===== src/rtl/rsm_cpu_param.sv =====
// Multi-cycle Simple RISC Machine core with generic data width and register count.
// IR, decoder, two-process FSM controller, register file, shifter, ALU, and NVZ status flags.
module rsm_cpu_param #(
  parameter int unsigned DATA_W = 16,
  parameter int unsigned NREGS  = 8
) (
  input  logic              clk_i,
  input  logic              reset_i,
  input  logic              s_i,
  input  logic              load_i,
  input  logic [15:0]       in_i,
  output logic [DATA_W-1:0] out_o,
  output logic              n_o,
  output logic              v_o,
  output logic              z_o,
  output logic              w_o,
  output logic              halt_o
);

  localparam int unsigned IdxW = (NREGS > 1) ? $clog2(NREGS) : 1;

  // {op3, op2} encodings
  localparam logic [4:0] OpMovImm = 5'b11010;
  localparam logic [4:0] OpMov    = 5'b11000;
  localparam logic [4:0] OpAdd    = 5'b10100;
  localparam logic [4:0] OpCmp    = 5'b10101;
  localparam logic [4:0] OpAnd    = 5'b10110;
  localparam logic [4:0] OpMvn    = 5'b10111;
  localparam logic [4:0] OpHalt   = 5'b11100;

  typedef enum logic [2:0] {
    StWait, StDecode, StWimm, StGetA, StGetB, StExec, StWb, StHalt
  } state_e;

  state_e            state_q, state_d;
  logic [15:0]       ir_q;
  logic [DATA_W-1:0] a_q, b_q, out_q;
  logic              n_q, v_q, z_q, w_q, halt_q;
  logic [DATA_W-1:0] rf_q [NREGS];

  logic [4:0]        op;
  logic [1:0]        sh;
  logic [IdxW-1:0]   rn_idx, rd_idx, rm_idx;
  logic [DATA_W-1:0] imm_sx, sh_b, sum, diff, alu_res;
  logic              sub_ovf;

  assign op     = ir_q[15:11];
  assign sh     = ir_q[4:3];
  assign rn_idx = ir_q[8 +: IdxW];
  assign rd_idx = ir_q[5 +: IdxW];
  assign rm_idx = ir_q[0 +: IdxW];
  assign imm_sx = DATA_W'($signed(ir_q[7:0]));

  // Shifter on the B operand, then ALU
  always_comb begin
    sh_b = b_q;
    case (sh)
      2'b01:   sh_b = {b_q[DATA_W-2:0], 1'b0};
      2'b10:   sh_b = {1'b0, b_q[DATA_W-1:1]};
      2'b11:   sh_b = {b_q[DATA_W-1], b_q[DATA_W-1:1]};
      default: sh_b = b_q;
    endcase
    sum     = a_q + sh_b;
    diff    = a_q - sh_b;
    sub_ovf = (a_q[DATA_W-1] ^ sh_b[DATA_W-1]) & (diff[DATA_W-1] ^ a_q[DATA_W-1]);
    case (op)
      OpAdd:   alu_res = sum;
      OpCmp:   alu_res = diff;
      OpAnd:   alu_res = a_q & sh_b;
      OpMvn:   alu_res = ~sh_b;
      default: alu_res = sh_b;
    endcase
  end

  // Next-state logic
  always_comb begin
    state_d = state_q;
    unique case (state_q)
      StWait:   if (s_i) state_d = StDecode;
      StDecode: begin
        case (op)
          OpMovImm:                   state_d = StWimm;
          OpMov, OpMvn:               state_d = StGetB;
          OpAdd, OpCmp, OpAnd:        state_d = StGetA;
          OpHalt:                     state_d = StHalt;
          default:                    state_d = StWait;
        endcase
      end
      StGetA:   state_d = StGetB;
      StGetB:   state_d = StExec;
      StExec:   state_d = (op == OpCmp) ? StWait : StWb;
      StWb:     state_d = StWait;
      StWimm:   state_d = StWait;
      StHalt:   state_d = StHalt;
      default:  state_d = StWait;
    endcase
  end

  // State register plus registered status decodes
  always_ff @(posedge clk_i or posedge reset_i) begin
    if (reset_i) begin
      state_q <= StWait;
      w_q     <= 1'b1;
      halt_q  <= 1'b0;
    end else begin
      state_q <= state_d;
      w_q     <= (state_d == StWait);
      halt_q  <= (state_d == StHalt);
    end
  end

  // IR, operand latches, result register and flags
  always_ff @(posedge clk_i or posedge reset_i) begin
    if (reset_i) begin
      ir_q  <= '0;
      a_q   <= '0;
      b_q   <= '0;
      out_q <= '0;
      n_q   <= 1'b0;
      v_q   <= 1'b0;
      z_q   <= 1'b0;
    end else begin
      if (state_q == StWait && load_i) ir_q <= in_i;
      if (state_q == StGetA) a_q <= rf_q[rn_idx];
      if (state_q == StGetB) b_q <= rf_q[rm_idx];
      if (state_q == StExec) begin
        out_q <= alu_res;
        if (op == OpCmp) begin
          n_q <= diff[DATA_W-1];
          v_q <= sub_ovf;
          z_q <= (diff == '0);
        end
      end
    end
  end

  // Register file: result write-back at WB, sign-extended immediate at WIMM
  always_ff @(posedge clk_i or posedge reset_i) begin
    if (reset_i) begin
      for (int i = 0; i < int'(NREGS); i++) rf_q[i] <= '0;
    end else if (state_q == StWb) begin
      rf_q[rd_idx] <= out_q;
    end else if (state_q == StWimm) begin
      rf_q[rn_idx] <= imm_sx;
    end
  end

  assign out_o  = out_q;
  assign n_o    = n_q;
  assign v_o    = v_q;
  assign z_o    = z_q;
  assign w_o    = w_q;
  assign halt_o = halt_q;

endmodule


===== config.mk =====
export PLATFORM = sky130hd
export DESIGN_NAME = rsm_cpu_param
export DESIGN_NICKNAME = d
export VERILOG_FILES = /design/src/rtl/rsm_cpu_param.sv
export SDC_FILE = /design/constraint.sdc
export NUM_CORES = 1
export LEC_CHECK = 0
export BUFFER_PORTS_ARGS = -buffer_cell sky130_fd_sc_hd__buf_4
export CAP_MARGIN = 25
export CELL_PAD_IN_SITES_DETAIL_PLACEMENT = 1
export CELL_PAD_IN_SITES_GLOBAL_PLACEMENT = 1
export CORE_ASPECT_RATIO = 1.2
export CORE_MARGIN = 2
export CORE_UTILIZATION = 43
export CTS_CLUSTER_DIAMETER = 60
export DETAILED_ROUTE_END_ITERATION = 10
export GPL_ROUTABILITY_DRIVEN = 0
export HOLD_SLACK_MARGIN = 0.06
export PLACE_DENSITY = 0.69
export SLEW_MARGIN = 15
export SYNTH_ARGS = -nofsm -noshare
export SYNTH_HDL_FRONTEND = slang
export SYNTH_SLANG_ARGS = --single-unit

===== constraint.sdc =====
create_clock -name clk_i -period 18.9 [get_ports clk_i]
set_input_delay 2.835 -clock clk_i [delete_from_list [all_inputs] [get_ports clk_i]]
set_output_delay 2.835 -clock clk_i [all_outputs]
set_load 0.02 [all_outputs]

==> results.py <==
metrics = {
    "status": {
        "run_status": "finished, final reports clean",
    },
    "sta": {
        "timing.final.crit_period_ns": 4.36,
        "rsz0062_at_grt": "no",
        "maxSlewViolCount": 0,
        "min_period_over_period_pct": 23.1,
        "fmax_mhz": 229,
        "finalSetupViolations": 0,
        "slew-limit-headroom_pct": 22.6,
        "finalSetupTns_ns": 0,
        "worst_pin_slew_ns": 1.16,
        "final_hold_viol_count": 0,
        "fin_worst_skew_ns": 0.00648,
    },
    "pwr": {
        "powerDensity_nw_per_um2": 196,
        "ir_drop_mv": 0.0949,
        "leakage_uw": 0.00583,
    },
    "floorplanning": {
        "core_um2": 29500,
        "die_area_um2": 31300,
        "ios": 41,
        "die_h_um": 193,
        "num_rows": 69,
        "die_w_um": 162,
        "initial_core_util_pct": 43.5,
    },
    "grt": {
        "track_usage_pct": 29.3,
        "grtUsageMet3_pct": 3.75,
        "grt_overflow": 0,
        "grtUsageMet1_pct": 39.0,
        "grt-busiest-layer": "met2",
        "grt_pass1_wl_mm": 70.7,
        "antenna_found_initial": 0,
        "grt_pass1_vias": 11800,
        "grt_max_degree": 131,
        "met2_usage_pct": 49.5,
    },
    "cts": {
        "clkTransAtPathRegs_ns": 0.07,
        "cts_sinks": 200,
        "insertion_delay_ns": 0.45,
        "cts_setup_buffers": 0,
        "cts_made_buffers": 17,
        "cts_hold_buf": 0,
        "cts.path.max_buffers": 2,
        "htreeDepth": 4,
        "cts_tree": "built",
        "root_buffer": "clkbuf_16",
        "postCtsResizedCells": 0,
    },
    "setup_path": {
        "cp_slowest_cell": "dfrtp_1",
        "path_class": "flop to flop",
        "cp-start-kind": "flop",
        "arrival_ns": 4.73,
        "worstPathCellList": "mux2i_1 > o21ai_0 > ha_1 > nor2_1 > o311ai_1 > a211oi_1 > nor2_1 > o211a_1 > nor3_1 > o21ai_0 > a31oi_1",
        "timing.rr.end": "out_o[15]$_DFFE_PP0N_",
        "r2r_slack_ns": 14.54,
        "path_max_fanout": 20,
        "r2r_cells": 11,
        "worst_path_largest_cell_delay_ns": 1.00,
        "end_kind": "flop",
        "cp.required_ns": 19.27,
        "worst_r2r_startpoint": "ir_q[3]$_DFFE_PP0P_",
    },
    "final_layout": {
        "layout-drive-gt1-share_pct": 15.1,
        "finalInstanceArea_um2": 14000,
        "final_cells": 1804,
        "nFillCells": 3473,
        "antenna_cells": 0,
        "area_growth_pct": 8.69,
        "nNetsFinal": 1457,
        "multi_input_area_um2": 7220,
        "register_area_um2": 5010,
    },
    "synth": {
        "yosys.area_share.simple_pct": 14.2,
        "synth_top_cell_by_area": "dfrtp_1",
        "netlist_top_cells_area": "dfrtp_1, mux4_2, a21oi_1",
        "syn-cell-area_um2": 12900,
        "synthMuxAreaShare_pct": 14.2,
        "ys_types": 85,
        "syn-num-nets": 1477,
        "synth_top_family_by_area": "compound AO/OA/AOI/OAI gates",
        "yosysMostFrequentCell": "dfrtp_1",
        "yosysWarnings": 0,
        "synth_compound_area_share_pct": 23.0,
        "synth_top_area_share_pct": 38.7,
        "synth_commonest_cells": "dfrtp_1, nand2_1, a21oi_1, nor2_1, o21ai_0",
        "seq_area_frac_synth_pct": 39.0,
        "synthAdderAreaFrac_pct": 3.62,
        "synthXorXnorAreaFrac_pct": 0.886,
        "synth_ff_type": "dfrtp_1",
        "avgSynthCellArea_um2": 9.04,
        "ys_seq_elements": 200,
        "synth_edf_count": 0,
        "syn_inst": 1421,
        "synthArstFlopShare_pct": 100,
    },
    "placed_design": {
        "placed_area_um2": 13400,
        "port_buffers": 40,
        "dp.cells": 1770,
        "hpwl_mm": 31.4,
    },
    "min_path": {
        "worstHoldStart": "rf_q[73]$_DFFE_PP0P_",
        "min_to": "rf_q[73]$_DFFE_PP0P_",
        "hold_path_class": "flop to flop",
        "hold_path_depth": 2,
    },
    "route": {
        "via_per_inst": 6.25,
        "drc": 0,
        "routed_wirelength_mm": 44.9,
        "num_vias": 11300,
        "drt_iter0_markers": 946,
        "ant_nets": 0,
        "routedWlPerCell_um": 24.9,
        "dr.pass1.iters": 5,
    },
    "run": {
        "drv_cap": 0,
    },
}
[power by group]
part           switching (uW)  total, uW  internal [uW]  leakage (uW)
clock network             170        354            185      0.000247
logic                     910       1530            618       0.00297
registers                 264        858            593       0.00261
[registers in the layout, summed over array words and instances, names as in the netlist]
signal,flops
a_q,16
b_q,16
halt_o,1
ir_q,16
n_o,1
out_o,16
rf_q,128
state_q,3
v_o,1
w_o,1
z_o,1
[worst max-delay path by stage]
| stage | slack [ns] | from | to | cells past startpoint |
|---|---|---|---|---|
| 6_report | 14.54 | ir_q[3]$_DFFE_PP0P_ | out_o[15]$_DFFE_PP0N_ | 11 |
| 5_1_grt | 14.22 | ir_q[3]$_DFFE_PP0P_ | out_o[15]$_DFFE_PP0N_ | 11 |
| 4_1_cts | 14.58 | ir_q[3]$_DFFE_PP0P_ | out_o[14]$_DFFE_PP0N_ | 12 |
| 3_5_place_dp | 14.22 | reset_i | n_o$_DFFE_PP0P_ | 3 |
| 3_3_place_gp | 14.22 | reset_i | n_o$_DFFE_PP0P_ | 3 |
| 2_1_floorplan | 10.61 | reset_i | a_q[0]$_DFFE_PP0P_ | 1 |
[worst max-delay path: cells and delay by family, from the launching register on]
kind,cells,cell delay (ns)
AND/OR/NAND/NOR,3,0.72
flip-flops,1,1.00
AO/OA/AOI/OAI,6,1.97
adder cells (fa/ha/maj),1,0.40
multiplexers,1,0.19
[kinds of logic (layout without fill, tap and decap cells)]
family	Yosys count	count (layout)
adders and majority gates	36	36
muxes	127	127
DFF	200	200
xor gates and xnor gates	13	13
buffers and inverters	151	144
and+or+nand+nor	408	408
AOI/OAI and AO/OA	486	486
[cells in the final DEF (no fill, tap or decap), types with 7 or more instances in the layout]
master	synthesis	routed
dfrtp_1	199	196
a21o_1	12	12
a21oi_1	160	160
clkinvlp_4	0	7
o211ai_1	10	10
a22o_1	7	7
a22oi_1	65	65
buf_4	1	69
mux2_2	37	37
ha_1	34	34
nand2_1	165	165
clkbuf_16	0	17
o21ai_0	143	142
nor3_1	18	18
a221oi_1	10	10
mux2i_1	49	49
mux4_2	40	40
a211oi_1	10	10
nor2_1	144	143
nor2b_1	11	11
xnor2_1	11	11
o22ai_1	12	12
nand3_1	8	8
inv_1	40	39
a31oi_1	10	9
nand2b_1	9	9
[through the flow]
stage / total power (uW) / util, % / worst slack (ns) / hold slack, ns
floorplan: 1930 / - / 10.61 / 0.461
global placement: 2320 / 45.3 / 14.22 / 0.481
detailed placement: 2360 / 45.4 / 14.22 / 0.491
CTS: 2730 / 47.3 / 14.58 / 0.512
global route: 2930 / 47.3 / 14.22 / 0.530
finish: 2740 / 47.3 / 14.54 / 0.509
[area by class of cell]
type / instances / area share [%]
multi-input combinational: 1070 / 51.7
timing repair buffer: 71 / 3.82
clock inverter: 11 / 0.726
inverter: 41 / 1.16
tap: 390 / 3.49
sequential: 200 / 35.9
clock buffer: 21 / 3.22
[per-layer routing]
metal  vias up  part of all wire (%)
li1       5109                     -
met1      5759                    43
met2       323                    49
met3        80                   4.8
met4         0                   2.8
met5         -                     0
No activity file was read; power rests on OpenSTA's default activity.
